**src/rtl/div_unit_seq.sv**
```systemverilog
// ---------------------------------------------------------------------------
// div_unit_seq
// Iterative RV32M divide/remainder unit (DIV, DIVU, REM, REMU). It performs
// one restoring-division step per cycle, then applies a single sign-fix
// cycle. Divide-by-zero and signed overflow are resolved in the issue cycle.
//
// Ports
//   clk       system clock, rising edge
//   rst_n     asynchronous active-low reset
//   start     request; sampled only while idle
//   op        00 DIV, 01 DIVU, 10 REM, 11 REMU (funct3[1:0])
//   dividend  rs1 value, sampled with start
//   divisor   rs2 value, sampled with start
//   busy      operation in progress; start is ignored
//   done      one-cycle pulse, result valid
//   result    quotient or remainder; holds until the next done
// ---------------------------------------------------------------------------
module div_unit_seq #(
  parameter int unsigned WIDTH = 32
) (
  input  logic             clk,
  input  logic             rst_n,
  input  logic             start,
  input  logic [1:0]       op,
  input  logic [WIDTH-1:0] dividend,
  input  logic [WIDTH-1:0] divisor,
  output logic             busy,
  output logic             done,
  output logic [WIDTH-1:0] result
);

  localparam int unsigned CNT_W = $clog2(WIDTH + 1);

  typedef enum logic [1:0] {
    S_IDLE = 2'd0,
    S_CALC = 2'd1,
    S_FIX  = 2'd2
  } state_t;

  // State and datapath registers
  state_t           r_state;
  logic [1:0]       r_op;
  logic [WIDTH-1:0] r_rem;
  logic [WIDTH-1:0] r_quo;
  logic [WIDTH-1:0] r_dvsr;
  logic [CNT_W-1:0] r_cnt;
  logic             r_qneg;
  logic             r_rneg;
  logic [WIDTH-1:0] r_result;
  logic             r_done;
  logic             r_busy;

  // Next-state values
  state_t           w_state_nxt;
  logic [1:0]       w_op_nxt;
  logic [WIDTH-1:0] w_rem_nxt;
  logic [WIDTH-1:0] w_quo_nxt;
  logic [WIDTH-1:0] w_dvsr_nxt;
  logic [CNT_W-1:0] w_cnt_nxt;
  logic             w_qneg_nxt;
  logic             w_rneg_nxt;
  logic [WIDTH-1:0] w_result_nxt;
  logic             w_done_nxt;
  logic             w_busy_nxt;

  // Operand conditioning at issue
  logic             w_dvd_neg;
  logic             w_dvs_neg;
  logic [WIDTH-1:0] w_dvd_mag;
  logic [WIDTH-1:0] w_dvs_mag;
  logic             w_div_zero;
  logic             w_ovf;
  logic [WIDTH-1:0] w_special_val;

  // Iteration and sign-fix datapath
  logic [WIDTH:0]   w_rem_shift;
  logic [WIDTH:0]   w_trial;
  logic [WIDTH-1:0] w_fix_sel;
  logic             w_fix_neg;
  logic [WIDTH-1:0] w_fix_val;

  // Magnitudes and special-case detection; unsigned ops pass operands raw
  assign w_dvd_neg  = ~op[0] & dividend[WIDTH-1];
  assign w_dvs_neg  = ~op[0] & divisor[WIDTH-1];
  assign w_dvd_mag  = w_dvd_neg ? (~dividend + WIDTH'(1)) : dividend;
  assign w_dvs_mag  = w_dvs_neg ? (~divisor + WIDTH'(1)) : divisor;
  assign w_div_zero = (divisor == '0);
  assign w_ovf      = ~op[0] && (dividend == {1'b1, {(WIDTH-1){1'b0}}})
                      && (divisor == '1);

  // Divide-by-zero has priority; overflow implies a non-zero divisor anyway
  always_comb begin
    w_special_val = '0;
    if (w_div_zero) begin
      w_special_val = op[1] ? dividend : '1;
    end else begin
      w_special_val = op[1] ? '0 : dividend;
    end
  end

  // One restoring step: the extra MSB of the trial difference is the borrow
  assign w_rem_shift = {r_rem, r_quo[WIDTH-1]};
  assign w_trial     = w_rem_shift - {1'b0, r_dvsr};

  // Final selection and sign correction
  assign w_fix_sel = r_op[1] ? r_rem : r_quo;
  assign w_fix_neg = ~r_op[0] & (r_op[1] ? r_rneg : r_qneg);
  assign w_fix_val = w_fix_neg ? (~w_fix_sel + WIDTH'(1)) : w_fix_sel;

  // Next-state and register-update logic
  always_comb begin
    w_state_nxt  = r_state;
    w_op_nxt     = r_op;
    w_rem_nxt    = r_rem;
    w_quo_nxt    = r_quo;
    w_dvsr_nxt   = r_dvsr;
    w_cnt_nxt    = r_cnt;
    w_qneg_nxt   = r_qneg;
    w_rneg_nxt   = r_rneg;
    w_result_nxt = r_result;
    w_done_nxt   = 1'b0;

    case (r_state)
      S_IDLE: begin
        if (start) begin
          w_op_nxt = op;
          if (w_div_zero || w_ovf) begin
            w_result_nxt = w_special_val;
            w_done_nxt   = 1'b1;
          end else begin
            w_dvsr_nxt  = w_dvs_mag;
            w_quo_nxt   = w_dvd_mag;
            w_rem_nxt   = '0;
            w_cnt_nxt   = CNT_W'(WIDTH);
            w_qneg_nxt  = w_dvd_neg ^ w_dvs_neg;
            w_rneg_nxt  = w_dvd_neg;
            w_state_nxt = S_CALC;
          end
        end
      end

      S_CALC: begin
        if (!w_trial[WIDTH]) begin
          w_rem_nxt = w_trial[WIDTH-1:0];
        end else begin
          w_rem_nxt = w_rem_shift[WIDTH-1:0];
        end
        w_quo_nxt = {r_quo[WIDTH-2:0], ~w_trial[WIDTH]};
        w_cnt_nxt = r_cnt - CNT_W'(1);
        if (r_cnt == CNT_W'(1)) begin
          w_state_nxt = S_FIX;
        end
      end

      S_FIX: begin
        w_result_nxt = w_fix_val;
        w_done_nxt   = 1'b1;
        w_state_nxt  = S_IDLE;
      end

      default: begin
        w_state_nxt = S_IDLE;
      end
    endcase

    w_busy_nxt = (w_state_nxt != S_IDLE);
  end

  // State register
  always_ff @(posedge clk or negedge rst_n) begin
    if (!rst_n) begin
      r_state  <= S_IDLE;
      r_op     <= '0;
      r_rem    <= '0;
      r_quo    <= '0;
      r_dvsr   <= '0;
      r_cnt    <= '0;
      r_qneg   <= 1'b0;
      r_rneg   <= 1'b0;
      r_result <= '0;
      r_done   <= 1'b0;
      r_busy   <= 1'b0;
    end else begin
      r_state  <= w_state_nxt;
      r_op     <= w_op_nxt;
      r_rem    <= w_rem_nxt;
      r_quo    <= w_quo_nxt;
      r_dvsr   <= w_dvsr_nxt;
      r_cnt    <= w_cnt_nxt;
      r_qneg   <= w_qneg_nxt;
      r_rneg   <= w_rneg_nxt;
      r_result <= w_result_nxt;
      r_done   <= w_done_nxt;
      r_busy   <= w_busy_nxt;
    end
  end

  assign busy   = r_busy;
  assign done   = r_done;
  assign result = r_result;

endmodule

```
**config.mk**
```make
export PLATFORM = sky130hd
export DESIGN_NAME = div_unit_seq
export DESIGN_NICKNAME = d
export VERILOG_FILES = /design/src/rtl/div_unit_seq.sv
export SDC_FILE = /design/constraint.sdc
export NUM_CORES = 1
export LEC_CHECK = 0
export CORE_MARGIN = 1
export CORE_UTILIZATION = 53
export DETAILED_ROUTE_END_ITERATION = 10
export PLACE_DENSITY = 0.78
export SLEW_MARGIN = 20
export SYNTH_ARGS = -nofsm -noshare
export SYNTH_HDL_FRONTEND = slang
export SYNTH_SLANG_ARGS = --single-unit
```
**constraint.sdc**
```tcl
create_clock -name clk -period 3.5 [get_ports clk]
set_input_delay 0.875 -clock clk [delete_from_list [all_inputs] [get_ports clk]]
set_output_delay 0.875 -clock clk [all_outputs]
set_load 0.05 [all_outputs]
```
**After elaboration in Yosys (flattened, before gate mapping)**

Cells that the tools add are included.

- Word-level logic and storage cells: 75
- Output and inout bits: 34
- Register bits: 142
- Input bits: 69

- Reductions and logical operators: 12
- Muxes and demuxes: 28
- Equal/unequal tests: 8
- Bitwise gates (word level): 11
- Add/subtract/negate cells: 5

Operators by type and width:

| kind | number |
|---|---|
| 32-bit two-way mux | 14 |
| 32-bit case mux with 2 select lines | 3 |
| 32-bit by 1-bit adder with 32-bit output, second input constant | 3 |
| 32-bit NOT | 3 |
| 32-bit == test, second input constant | 2 |
| 33-bit by 32-bit subtractor with 33-bit output | 1 |
| 32-bit logical NOT | 1 |
| 6-bit two-way mux | 2 |
| 6-bit case mux with 2 select lines | 1 |
| 3-bit AND reduction | 3 |
| 6-bit by 1-bit == test with 1-bit output, second input constant | 1 |
| 2-bit two-way mux | 3 |
| 2-bit inequality test, second input constant | 3 |
| 2-bit nonzero test | 3 |
| 6-bit by 1-bit subtractor with 6-bit output, second input constant | 1 |
| 1-bit NOT | 4 |
| 2-bit case mux with 2 select lines | 1 |
| 1-bit AND | 3 |
| 1-bit two-way mux | 3 |
| 2-bit by 1-bit == test with 1-bit output, second input constant | 1 |
| 2-bit == test, second input constant | 1 |
| 1-bit logical AND | 2 |
| 2-bit logical NOT | 1 |
| 1-bit case mux with 2 select lines | 1 |
| other kinds (3) | 3 |

**Depth between registers and ports, before layout**

- Depth after elaboration: 8
- Depth in mapped cells: 15
- Depth with buffers taken out: 13

**Worst setup path before layout**

OpenSTA, ideal clock, no wires.

- Path kind: register -> register
- Start point: reg r_op[1]
- End point: reg r_result[28], in the netlist result[28]
- Data required time: 3.362 ns
- Library setup time: 0.138 ns
- Path buffers: 5
- Setup slack: 0.049 ns
- Stages on the path, launching flop included: 16
- Period minus slack after synthesis: 3.451 ns
- Arrival: 3.312 ns
- Path through: dfrtp_1 buf_2 buf_2 buf_2 buf_2 buf_2 mux2i_1 ha_1 o21ai_0 nand2b_1 o31ai_2 o21ai_0 nand2b_1 nor2_1 xnor2_1 a21oi_1

- Cells in the longest elaborated chain, start to end: 5
- Elaborated cells between the ends (all ways): 7
- Classes of those cells: add/sub: 1; mux: 4; bitwise: 2

Ends and longest elaborated chain:

| what | line | RTL |
|---|---|---|
| start: declaration | 42 | `logic [1:0] r_op;` |
| start signal: assignment | 185 | `r_op <= w_op_nxt;` |
| 32-bit two-way mux | 106 | `assign w_fix_sel = r_op[1] ? r_rem : r_quo;` |
| 32-bit NOT | 108 | `assign w_fix_val = w_fix_neg ? (~w_fix_sel + WIDTH'(1)) : w_fix_sel;` |
| 32-bit by 1-bit adder with 32-bit output | 108 |  |
| 32-bit two-way mux * | 108 |  |
| 32-bit case mux with 2 select lines * | 123 | `case (r_state)` |
| end signal: assignment | 192 | `r_result <= w_result_nxt;` |
| end: declaration | 49 | `logic [WIDTH-1:0] r_result;` |

Every way passes the cells marked *; elsewhere a longest branch is shown, timed or not.
A chain may end at the register's enable or synchronous reset.

**Worst setup path after layout**

- Start point: reg r_quo[31]
- End point: reg r_rem[11]

- Cells in the longest elaborated chain, start to end: 3

Ends and longest elaborated chain:

| what | line | RTL |
|---|---|---|
| start: declaration | 44 | `logic [WIDTH-1:0] r_quo;` |
| start signal: assignment | 187 | `r_quo <= w_quo_nxt;` |
| 33-bit by 32-bit subtractor with 33-bit output | 103 | `assign w_trial = w_rem_shift - {1'b0, r_dvsr};` |
| 32-bit two-way mux | 143 | `if (!w_trial[WIDTH]) begin` |
| 32-bit case mux with 2 select lines | 123 |  |
| end signal: assignment | 186 | `r_rem <= w_rem_nxt;` |
| end: declaration | 43 | `logic [WIDTH-1:0] r_rem;` |

No other way between the ends.

==> flow_summary.yaml <==
status:
  outcome: "finished, final reports clean"
power:
  power_frac_comb_pct: 63.3
  p_int_mw: 6.988
  switchingPower_mw: 6.144
  pwr-share-clk_pct: 13.6
  cellPowerDensity_nw_per_um2: 988.9
  netSwitchingFraction_pct: 46.78
  p_seq_share_pct: 23.1
  leakagePower_nw: 5.727
  ir_worst_vdd_uv: 488.3
synthesis:
  yosys_warnings: 0
  synthFlopType: "dfrtp_1"
  synth_compound_area_share_pct: 23.56
  synth_xor_area_share_pct: 9.749
  synth_top_family_by_area: "compound AO/OA/AOI/OAI gates"
  asyncSetResetFlopFracSynth_pct: 100.0
  netlist_area_um2: 10600
  synthSimpleGateAreaFrac_pct: 18.09
  ys_ff_latch: 142
  avgSynthCellArea_um2: 8.334
  synth.distinct_cells: 70
  post_synth_mux_area_share_pct: 5.134
  ys_seq_area_share_pct: 33.52
  syn-instance-count: 1272
  synth_fp_nets: 1380
  synth_edf_count: 0
  synth_fa_ha_area_share_pct: 4.674
sta:
  max_slew_margin_pct: 44.14
  hold_violations: 0
  min_period_ns: 3.309
  setup_violations: 0
  skew_ns: 0.009576
  fin_setup_tns_ns: 0
  fmax_mhz: 302.2
  fin_crit_sh_pct: 94.55
  tightest_slew_ns: 0.8361
  slew_violations: 0
  final.setup.worst_slack_ns: 0.1906
  worst_hold_slack_ns: 0.4304
floorplan:
  core-area_um2: 19530
  die_y_um: 143.4
  rows: 51
  io_pins: 103
  initial_utilization_pct: 54.29
  dieArea_um2: 20570
  die_x_um: 143.4
layout:
  fillers: 1603
  layout-drive-gt1-share_pct: 13.20
  layout_common_cells: "dfrtp_1 (141), nor2_1 (132), o21ai_0 (127)"
  diodes: 0
  nets: 1550
  syn2layout_area_growth_pct: 25.27
  mostFrequentLayoutCell: "dfrtp_1"
grt:
  grt_pass1_wl_mm: 47.87
  grt_pass1_vias: 9640
  grt_max_degree: 63
  grt_usage_pct: 29.59
  antenna_found_initial: 0
  grt_overflow_total: 0
critical_path:
  crit_path_max_fanout: 7
  cp.arrival_ns: 3.59
  reg2reg_depth: 14
  start_kind: "register"
  worstPathRequired_ns: 3.78
  endpoint_kind: "register"
  crit_path_start: "r_quo[31]"
  r2r_start: "r_quo[31]"
  path_class: "reg -> reg"
placed_design:
  hpwl_mm: 22.30
  place_ws_ns: -0.1651
  portBuffers: 102
  gp_congestion: 0.9228
route:
  met3WireLength_mm: 2.158
  highest_layer: "met4"
  post_drt_wl_per_cell_um: 17.15
  dr_wl_met2_mm: 13.67
  drt-initial-drc-count: 988
  drc: 0
  wl_met1_mm: 13.11
  vias: 10290
  drt_pre_antenna_iters: 6
  ant_nets: 0
  avgViaCountPerCell: 5.985
  detail_route.wirelength_mm: 29.50
clocking:
  clock_latency_ns: 0.42
  cts_tree: "done"
  clock_sinks: 142
  cts_root_buf: "clkbuf_16"
  path_clk_slew_ns: 0.06
  cts_buffers: 17
  clockBufferDepth: 2
  htreeDepth: 4
  cts_hold_buf: 0
worst_hold_path:
  hp-class: "in -> async"
flow_run:
  drv_cap: 0
-- Yosys cell counts (3+ instances only) --
cell type	n	area share [%]
dfrtp_1	142	34
nor2_1	132	4.7
o21ai_0	127	6.0
nand2_1	116	4.1
a21oi_1	99	4.7
xor2_1	60	5.0
xnor2_1	58	4.8
inv_1	51	1.8
mux2i_1	51	4.8
ha_1	38	4.5
a211oi_1	28	2.0
clkbuf_1	28	0.99
buf_2	24	1.1
o21ai_1	24	1.1
nor3_1	22	1.0
a221o_1	21	2.0
nand3_1	21	0.99
a31oi_1	15	0.89
nor4_1	14	0.83
o31ai_1	14	0.99
a21o_1	13	0.92
nand2b_1	13	0.77
a22oi_1	12	0.85
and2_1	11	0.65
nand4_1	11	0.65
nor2b_1	11	0.65
and3_1	9	0.53
buf_6	9	0.96
o211ai_1	9	0.64
nor3b_1	7	0.50
or3_1	7	0.41
a211oi_2	6	0.71
a21oi_2	6	0.50
o21bai_1	6	0.42
buf_1	4	0.14
o41ai_1	4	0.33
a211o_1	3	0.25
buf_4	3	0.21
mux2_2	3	0.32
o21a_1	3	0.21
-- power by group through the flow --
stage | Sequential [mW] | Clock [mW] | Combinational (mW)
global route | 3.11 | 1.87 | 9.13
global placement | 2.99 | 0 | 7.91
finish | 3.03 | 1.79 | 8.31
CTS | 3.00 | 1.80 | 8.17
detailed placement | 3.03 | 0 | 8.08
floorplan | 3.08 | 0 | 5.73
-- sequential cells by signal, indices dropped and copies added (netlist names) --
register and count:
busy 1, done 1, r_cnt 6, r_dvsr 32
r_op 2, r_qneg 1, r_quo 32, r_rem 32
r_rneg 1, r_state 2, result 32
-- kinds of logic after synthesis --
logic type / Yosys count
AO/OA/AOI/OAI: 403
XOR/XNOR: 118
adder cells (fa/ha/maj): 39
buffers and inverters: 120
flip-flops: 142
multiplexers: 54
AND/OR/NAND/NOR: 396
-- cell type report --
type | count | area, um^2 | share of cell area [%]
clock buffer | 19 | 452.9 | 3.411
clock inverter | 13 | 131.4 | 0.9893
inverter | 52 | 195.2 | 1.470
multi-input combinational | 1010 | 6539 | 49.24
sequential | 142 | 3555 | 26.77
tap | 265 | 331.6 | 2.497
timing repair buffer | 219 | 2076 | 15.63
-- critical path, cell delays in order (launching register included) --
cell      delay, ns
dfrtp_1        0.39
inv_1          0.11
ha_1           0.17
inv_1          0.05
fa_1           0.39
a211o_1        0.32
a21oi_1        0.19
a21boi_1       0.12
o21a_1         0.23
a211o_1        0.36
xor2_4         0.20
buf_4          0.18
buf_4          0.16
mux2i_1        0.17
o21ai_0        0.11
-- metrics by stage --
| stage | std cells | utilization (%) | area, um^2 | power (mW) |
|---|---|---|---|---|
| 6_report | 1720 | 68.01 | 13280 | 13.13 |
| 2_1_floorplan | 1272 | - | 10600 | 8.809 |
| 4_1_cts | 1718 | 67.93 | 13260 | 12.97 |
| 5_1_grt | 1720 | 68.01 | 13280 | 14.10 |
| 3_3_place_gp | 1686 | 64.94 | 12680 | 10.90 |
| 3_5_place_dp | 1686 | 64.94 | 12680 | 11.11 |
-- routing by layer --
metal	track usage [%]	up-vias
met5	0	-
met4	8.679	0
met3	3.999	37
met2	48.77	445
met1	40.44	4912
li1	-	4900
-- what timing repair did --
action,4_1_cts,5_1_grt
endpoints found under the setup margin,0,32
setup buffers,0,2
hold endpoints to repair,0,0
gates resized for setup,0,2
-- final timing paths --
check | endpoint | slack (ns)
worst max-delay path | r_rem[11] | 0.19
worst min-delay path | result[25] | 0.43
worst max register to register | r_rem[11] | 0.19
worst min register to register | r_rneg | 0.50
max in group asynchronous | r_dvsr[17] | 2.32
min in group clk | r_rneg | 0.50
No activity file was read; power rests on OpenSTA's default activity.
